### config.mk
export PLATFORM = sky130hd
export DESIGN_NAME = fifo_rd_stream_adapter
export DESIGN_NICKNAME = d
export VERILOG_FILES = /design/src/rtl/fifo_rd_stream_adapter.sv
export SDC_FILE = /design/constraint.sdc
export NUM_CORES = 1
export LEC_CHECK = 0
export ABC_AREA = 1
export BUFFER_PORTS_ARGS = -buffer_cell sky130_fd_sc_hd__buf_2
export CAP_MARGIN = 20
export CORE_UTILIZATION = 40
export CTS_CLUSTER_DIAMETER = 40
export CTS_CLUSTER_SIZE = 14
export DETAILED_ROUTE_END_ITERATION = 6
export SLEW_MARGIN = 20
export SYNTH_ARGS = -nofsm -noshare
export SYNTH_HDL_FRONTEND = slang
export SYNTH_SLANG_ARGS = --single-unit
### constraint.sdc
create_clock -name r_clk -period 18.5 [get_ports r_clk]
set_clock_uncertainty 0.1 [all_clocks]
set_input_delay 4.625 -clock r_clk [delete_from_list [all_inputs] [get_ports r_clk]]
set_output_delay 4.625 -clock r_clk [all_outputs]
set_load 0.01 [all_outputs]
### src/rtl/fifo_rd_stream_adapter.sv
// Read-side drain engine for the dual-clock FIFO: issues reads, captures the
// registered FIFO output into a 3-entry skid buffer and presents a framed valid/ready stream.
module fifo_rd_stream_adapter #(
  parameter int unsigned WIDTH   = 32,
  parameter int unsigned PKT_LEN = 16,
  parameter int unsigned WCNT_W  = 16
) (
  input  logic              r_clk,
  input  logic              r_rst,
  input  logic              enable,
  input  logic              fifo_empty,
  output logic              fifo_rd_en,
  input  logic [WIDTH-1:0]  fifo_data,
  output logic              m_valid,
  input  logic              m_ready,
  output logic [WIDTH-1:0]  m_data,
  output logic              m_last,
  output logic [WCNT_W-1:0] words_out
);

  localparam int unsigned BEAT_W = (PKT_LEN > 1) ? $clog2(PKT_LEN) : 1;
  localparam logic [BEAT_W-1:0] BEAT_LAST = BEAT_W'(PKT_LEN - 1);

  logic [WIDTH-1:0]  entry_q [3];
  logic [1:0]        head_q;
  logic [1:0]        tail_q;
  logic [1:0]        cnt_q;
  logic              inflight_q;
  logic [BEAT_W-1:0] beat_q;
  logic [WCNT_W-1:0] words_q;
  logic [2:0]        occupancy;
  logic              push;
  logic              pop;

  function automatic logic [1:0] ptr_inc(input logic [1:0] p);
    return (p == 2'd2) ? 2'd0 : p + 2'd1;
  endfunction

  // Buffered words plus the one in flight must never exceed the 3 entries,
  // so the read decision needs no knowledge of m_ready.
  assign occupancy  = {1'b0, cnt_q} + {2'b00, inflight_q};
  assign fifo_rd_en = enable & ~fifo_empty & ~r_rst & (occupancy < 3'd3);

  assign push      = inflight_q;
  assign m_valid   = (cnt_q != 2'd0);
  assign pop       = m_valid & m_ready;
  assign m_data    = entry_q[head_q];
  assign m_last    = m_valid & (beat_q == BEAT_LAST);
  assign words_out = words_q;

  always_ff @(posedge r_clk or posedge r_rst) begin
    if (r_rst) begin
      for (int unsigned i = 0; i < 3; i++) entry_q[i] <= '0;
      head_q     <= '0;
      tail_q     <= '0;
      cnt_q      <= '0;
      inflight_q <= 1'b0;
      beat_q     <= '0;
      words_q    <= '0;
    end else begin
      inflight_q <= fifo_rd_en;
      if (push) begin
        entry_q[tail_q] <= fifo_data;
        tail_q          <= ptr_inc(tail_q);
      end
      if (pop) begin
        head_q  <= ptr_inc(head_q);
        beat_q  <= (beat_q == BEAT_LAST) ? '0 : beat_q + BEAT_W'(1);
        words_q <= words_q + WCNT_W'(1);
      end
      case ({push, pop})
        2'b10:   cnt_q <= cnt_q + 2'd1;
        2'b01:   cnt_q <= cnt_q - 2'd1;
        default: cnt_q <= cnt_q;
      endcase
    end
  end

  a_no_overflow : assert property (@(posedge r_clk) disable iff (r_rst)
    !(push && (cnt_q == 2'd3) && !pop))
    else $error("skid buffer overflow");

endmodule

; ---- Yosys cells after proc, flatten, opt, wreduce, memory -nomap -nowiden
; Index checks and enable logic that the tools add are counted.
[word_totals]
register_bits = 123
input_bits = 37
out_inout_bits = 51
[classes]
n_addsub = 7
n_lt_le_gt_ge = 4
n_eq_ne = 5
mux = 10
n_bitwise = 9
reduce_logical = 3
[op_table]
columns = op, count
row1 = 96-bit bitwise mux, 1
row2 = 32-bit two-way mux, 3
row3 = 32-bit binary-select mux with 2-bit select, 1
row4 = 32-bit demux with 2-bit select, 1
row5 = "16-bit by 1-bit adder with 16-bit output, second input constant", 1
row6 = "2-bit by 1-bit adder with 2-bit output, second input constant", 3
row7 = "2-bit == test, second input constant", 3
row8 = "3-bit >= comparator, second input constant", 2
row9 = 2-bit NOT with 3-bit output, 2
row10 = 1-bit AND, 5
row11 = "4-bit by 1-bit adder with 4-bit output, second input constant", 1
row12 = "4-bit == test, second input constant", 1
row13 = 2-bit two-way mux, 2
row14 = 4-bit two-way mux, 1
row15 = 2-bit one-hot mux with 2 select lines, 1
row16 = 2-bit nonzero test, 2
row17 = 2-bit by 1-bit adder with 3-bit output, 1
row18 = "3-bit by 1-bit less-than comparator with 1-bit output, second input constant", 1
row19 = "3-bit by 2-bit less-than comparator with 1-bit output, second input constant", 1
row20 = "2-bit by 1-bit == test with 1-bit output, second input constant", 1
row21 = 1-bit NOT, 2
row22 = "2-bit by 1-bit subtractor with 2-bit output, second input constant", 1
row23 = 1-bit logical AND, 1

; ---- Depth between registers and ports, before layout
[logic_depth]
ltp_word = 6
ltp_mapped = 8
mapped_depth_nobuf = 8

; ---- Least setup slack after synthesis
; No wires, ideal clock.
[synth_timing]
kind = input -> output
startpoint = in r_rst
endpoint = out fifo_rd_en
t_arrival_ns = 7.780
required_time_ns = 13.775
slack_ns = 5.995
path_stages = 3
path_buffers = 0
path_cell_list = inv_1 nand3b_1 a211oi_1
[synth_between]
elab_chain_len = 3
[synth_rtl]
columns = item, line_no
row1 = from (decl), 9  ; input logic r_rst,
row2 = 1-bit NOT, 42  ; assign fifo_rd_en = enable & ~fifo_empty & ~r_rst & (occupancy < 3'd3);
row3 = 1-bit AND (2 in a row), 42
row4 = to (decl), 12  ; output logic fifo_rd_en,
; Every way passes these cells.

; ---- Worst setup path after layout
; Same ends and word-level chain as after synthesis.

==> impl_metrics.env <==
export IMPL_r2r_start="head_q[0]"
export IMPL_routedWlPerCell_um=14.29
export IMPL_drive_above_1_share_pct=19.21
export IMPL_die_area_um2=14210
export IMPL_cts_buffers=17
export IMPL_grt_pass1_wl_um=21740
export IMPL_worstHoldPathType="register to register"
export IMPL_hold_ws_ps=382.8
export IMPL_synth_most_common_cell="nand2_1"
export IMPL_yosys_area_top_type_share_pct=56.04
export IMPL_async_reset_ff_share_pct=100.0
export IMPL_worstPathMaxFanout=50
export IMPL_grtUsageTotal_pct=19.61
export IMPL_grt_max_degree=76
export IMPL_holdBufCountCts=0
export IMPL_grt_pass1_vias=4501
export IMPL_die_h_um=119.2
export IMPL_drv_cap=0
export IMPL_syn2layout_area_growth_pct=22.12
export IMPL_antenna_cells=0
export IMPL_wl_um=13000
export IMPL_die_w_um=119.2
export IMPL_initial_utilization_pct=41.31
export IMPL_postCtsSetupBuffers=0
export IMPL_status="finished, final reports clean"
export IMPL_fp_coreArea_um2=13300
export IMPL_vias_per_cell=4.987
export IMPL_postSynthNetCount=687
export IMPL_synth_largest_area_cell="dfrtp_1"
export IMPL_combPwrFrac_pct=32.7
export IMPL_ir_drop_mv=0.06772
export IMPL_p_int_w=0.0007952
export IMPL_insertion_delay_ps=410
export IMPL_yosysSeqAreaShare_pct=56.04
export IMPL_cts_max_level=4
export IMPL_ys_ff_latch=123
export IMPL_hpwl_um=7760
export IMPL_grt_overflow_total=0
export IMPL_finalSetupViolCount=0
export IMPL_syn_avg_cell_area_um2=8.516
export IMPL_max_slew_margin_rel_pct=36.94
export IMPL_ant_nets=0
export IMPL_switchingPower_w=0.0004581
export IMPL_postSynthCellCount=645
export IMPL_synth_edf_count=0
export IMPL_fp_row_count=42
export IMPL_drtIter0Drc=327
export IMPL_rsz0062_at_grt="false"
export IMPL_slew_violations=0
export IMPL_cellPowerDensity_nw_per_um2=186.8
export IMPL_place_gp_congestion=0.8010
export IMPL_clkTransAtPathRegs_ps=50
export IMPL_p_total_w=0.001253
export IMPL_yosys_warnings=0
export IMPL_portBuffers=87
export IMPL_end_kind="output pin"
export IMPL_startpoint_type="primary input"
export IMPL_fin_crit_sh_pct=56.52
export IMPL_min_period_ps=10460
export IMPL_dr_total_vias=4538
export IMPL_nets=763
export IMPL_power_frac_clock_pct=29.2
export IMPL_cts_tree="done"
export IMPL_cts_root_buf="clkbuf_16"
export IMPL_cts_num_sinks=123
export IMPL_synth_distinct_cells=27
export IMPL_hp_start="entry_q[69]"
export IMPL_switching_share_pct=36.55
export IMPL_leakagePower_nw=3.433
export IMPL_final_setup_tns_ps=0
export IMPL_synthTopCellsByCount="202 x nand2_1, 123 x dfrtp_1, 105 x o21ai_0"
export IMPL_ys_top_cells_by_area="dfrtp_1 56%, nand2_1 14%, o21ai_0 9.6%"
export IMPL_cts_buffer_depth=2
export IMPL_required_ps=13780
export IMPL_seqPwrFrac_pct=38.1
export IMPL_crit_type="primary input to output pin"
export IMPL_synth_main_ff_cell="dfrtp_1"
export IMPL_max_freq_mhz=95.63
export IMPL_drc=0
export IMPL_synth_area_um2=5493
export IMPL_tightest_slew_ps=943.7
export IMPL_io_pins=88
export IMPL_crit_arrival_ps=5730
export IMPL_ctsResizeCount=0
export IMPL_critPathLaunch="r_rst"
export IMPL_drt_pass1_iterations=4
export IMPL_antenna_found_initial=0
export IMPL_finalHoldViolCount=0
[registers in the layout, summed over array words and instances (netlist names)]
register	flops
head_q	2
beat_q	4
inflight_q	1
tail_q	2
words_out	16
cnt_q	2
entry_q	96
[critical path, stage by stage]
cell and delay (ps):
buf_2 110, inv_4 430, nand3b_1 130, a211oi_1 240, buf_2 180
[final timing paths]
| kind | to | slack, ps | cells after the start |
|---|---|---|---|
| max | fifo_rd_en | 8040 | 5 |
| min | entry_q[69] | 380 | 2 |
| max reg2reg | head_q[0] | 16540 | 3 |
| min reg2reg | entry_q[69] | 380 | 2 |
| max in group asynchronous | entry_q[7] | 12720 | 3 |
| min in group asynchronous | words_out[8] | 4190 | 2 |
[per-stage QoR]
stage	instance area, µm²	std cells	util, %	setup WS (ps)
after floorplan	5493	645	-	5995
after global routing	6708	910	50.45	7819
final	6708	910	50.45	8043
after CTS	6708	910	50.45	7988
after detailed placement	6051	878	45.51	8000
after global placement	6051	878	45.51	8028
[cells by family after synthesis]
| logic type | Yosys count | synth area share (%) |
|---|---|---|
| XOR/XNOR | 11 | 1.754 |
| flip-flops | 123 | 56.04 |
| AND/OR/NAND/NOR | 310 | 24.67 |
| adder cells (fa/ha/maj) | 5 | 1.139 |
| buffers and inverters | 87 | 6.424 |
| AO/OA/AOI/OAI | 109 | 9.977 |
[area by class of cell]
| cell class | instances | area, µm² |
|---|---|---|
| clock inverters | 14 | 217.7 |
| inverters | 53 | 201.4 |
| multi-input cells | 435 | 2085 |
| fillers | 1269 | 6588 |
| well taps | 176 | 220.2 |
| repair buffers | 91 | 465.4 |
| clock buffers | 18 | 439.2 |
| flip-flops and latches | 123 | 3079 |
[power groups by stage]
stage | clock, W | sequential, W | combinational, W
floorplan | 0 | 0.000452 | 0.000286
global placement | 0 | 0.000475 | 0.000405
detailed placement | 0 | 0.000481 | 0.000415
CTS | 0.000372 | 0.000477 | 0.000418
global route | 0.000381 | 0.000495 | 0.000470
finish | 0.000366 | 0.000478 | 0.000410
[cells in the final DEF, fill, tap and decap left out, drive strengths merged]
master,instances
a211oi,1
a21oi,2
buf,91
bufinv,5
clkbuf,18
clkinv,1
clkinvlp,6
dfrtp,123
ha,5
inv,55
nand2,204
nand3,75
nand3b,3
nand4,3
nor2,22
nor3,2
o21ai,106
or2,1
xnor2,7
xor2,4
[per-layer routing]
layer	GRT usage, %	share of wire, %	up-vias	routed length (µm)
li1	-	-	2233	-
met3	4.981	4.5	17	579
met2	32.52	49	101	6329
met5	0	0	-	0
met1	24.74	45	2187	5914
met4	6.962	1.4	0	178
No activity file was read; power rests on OpenSTA's default activity.
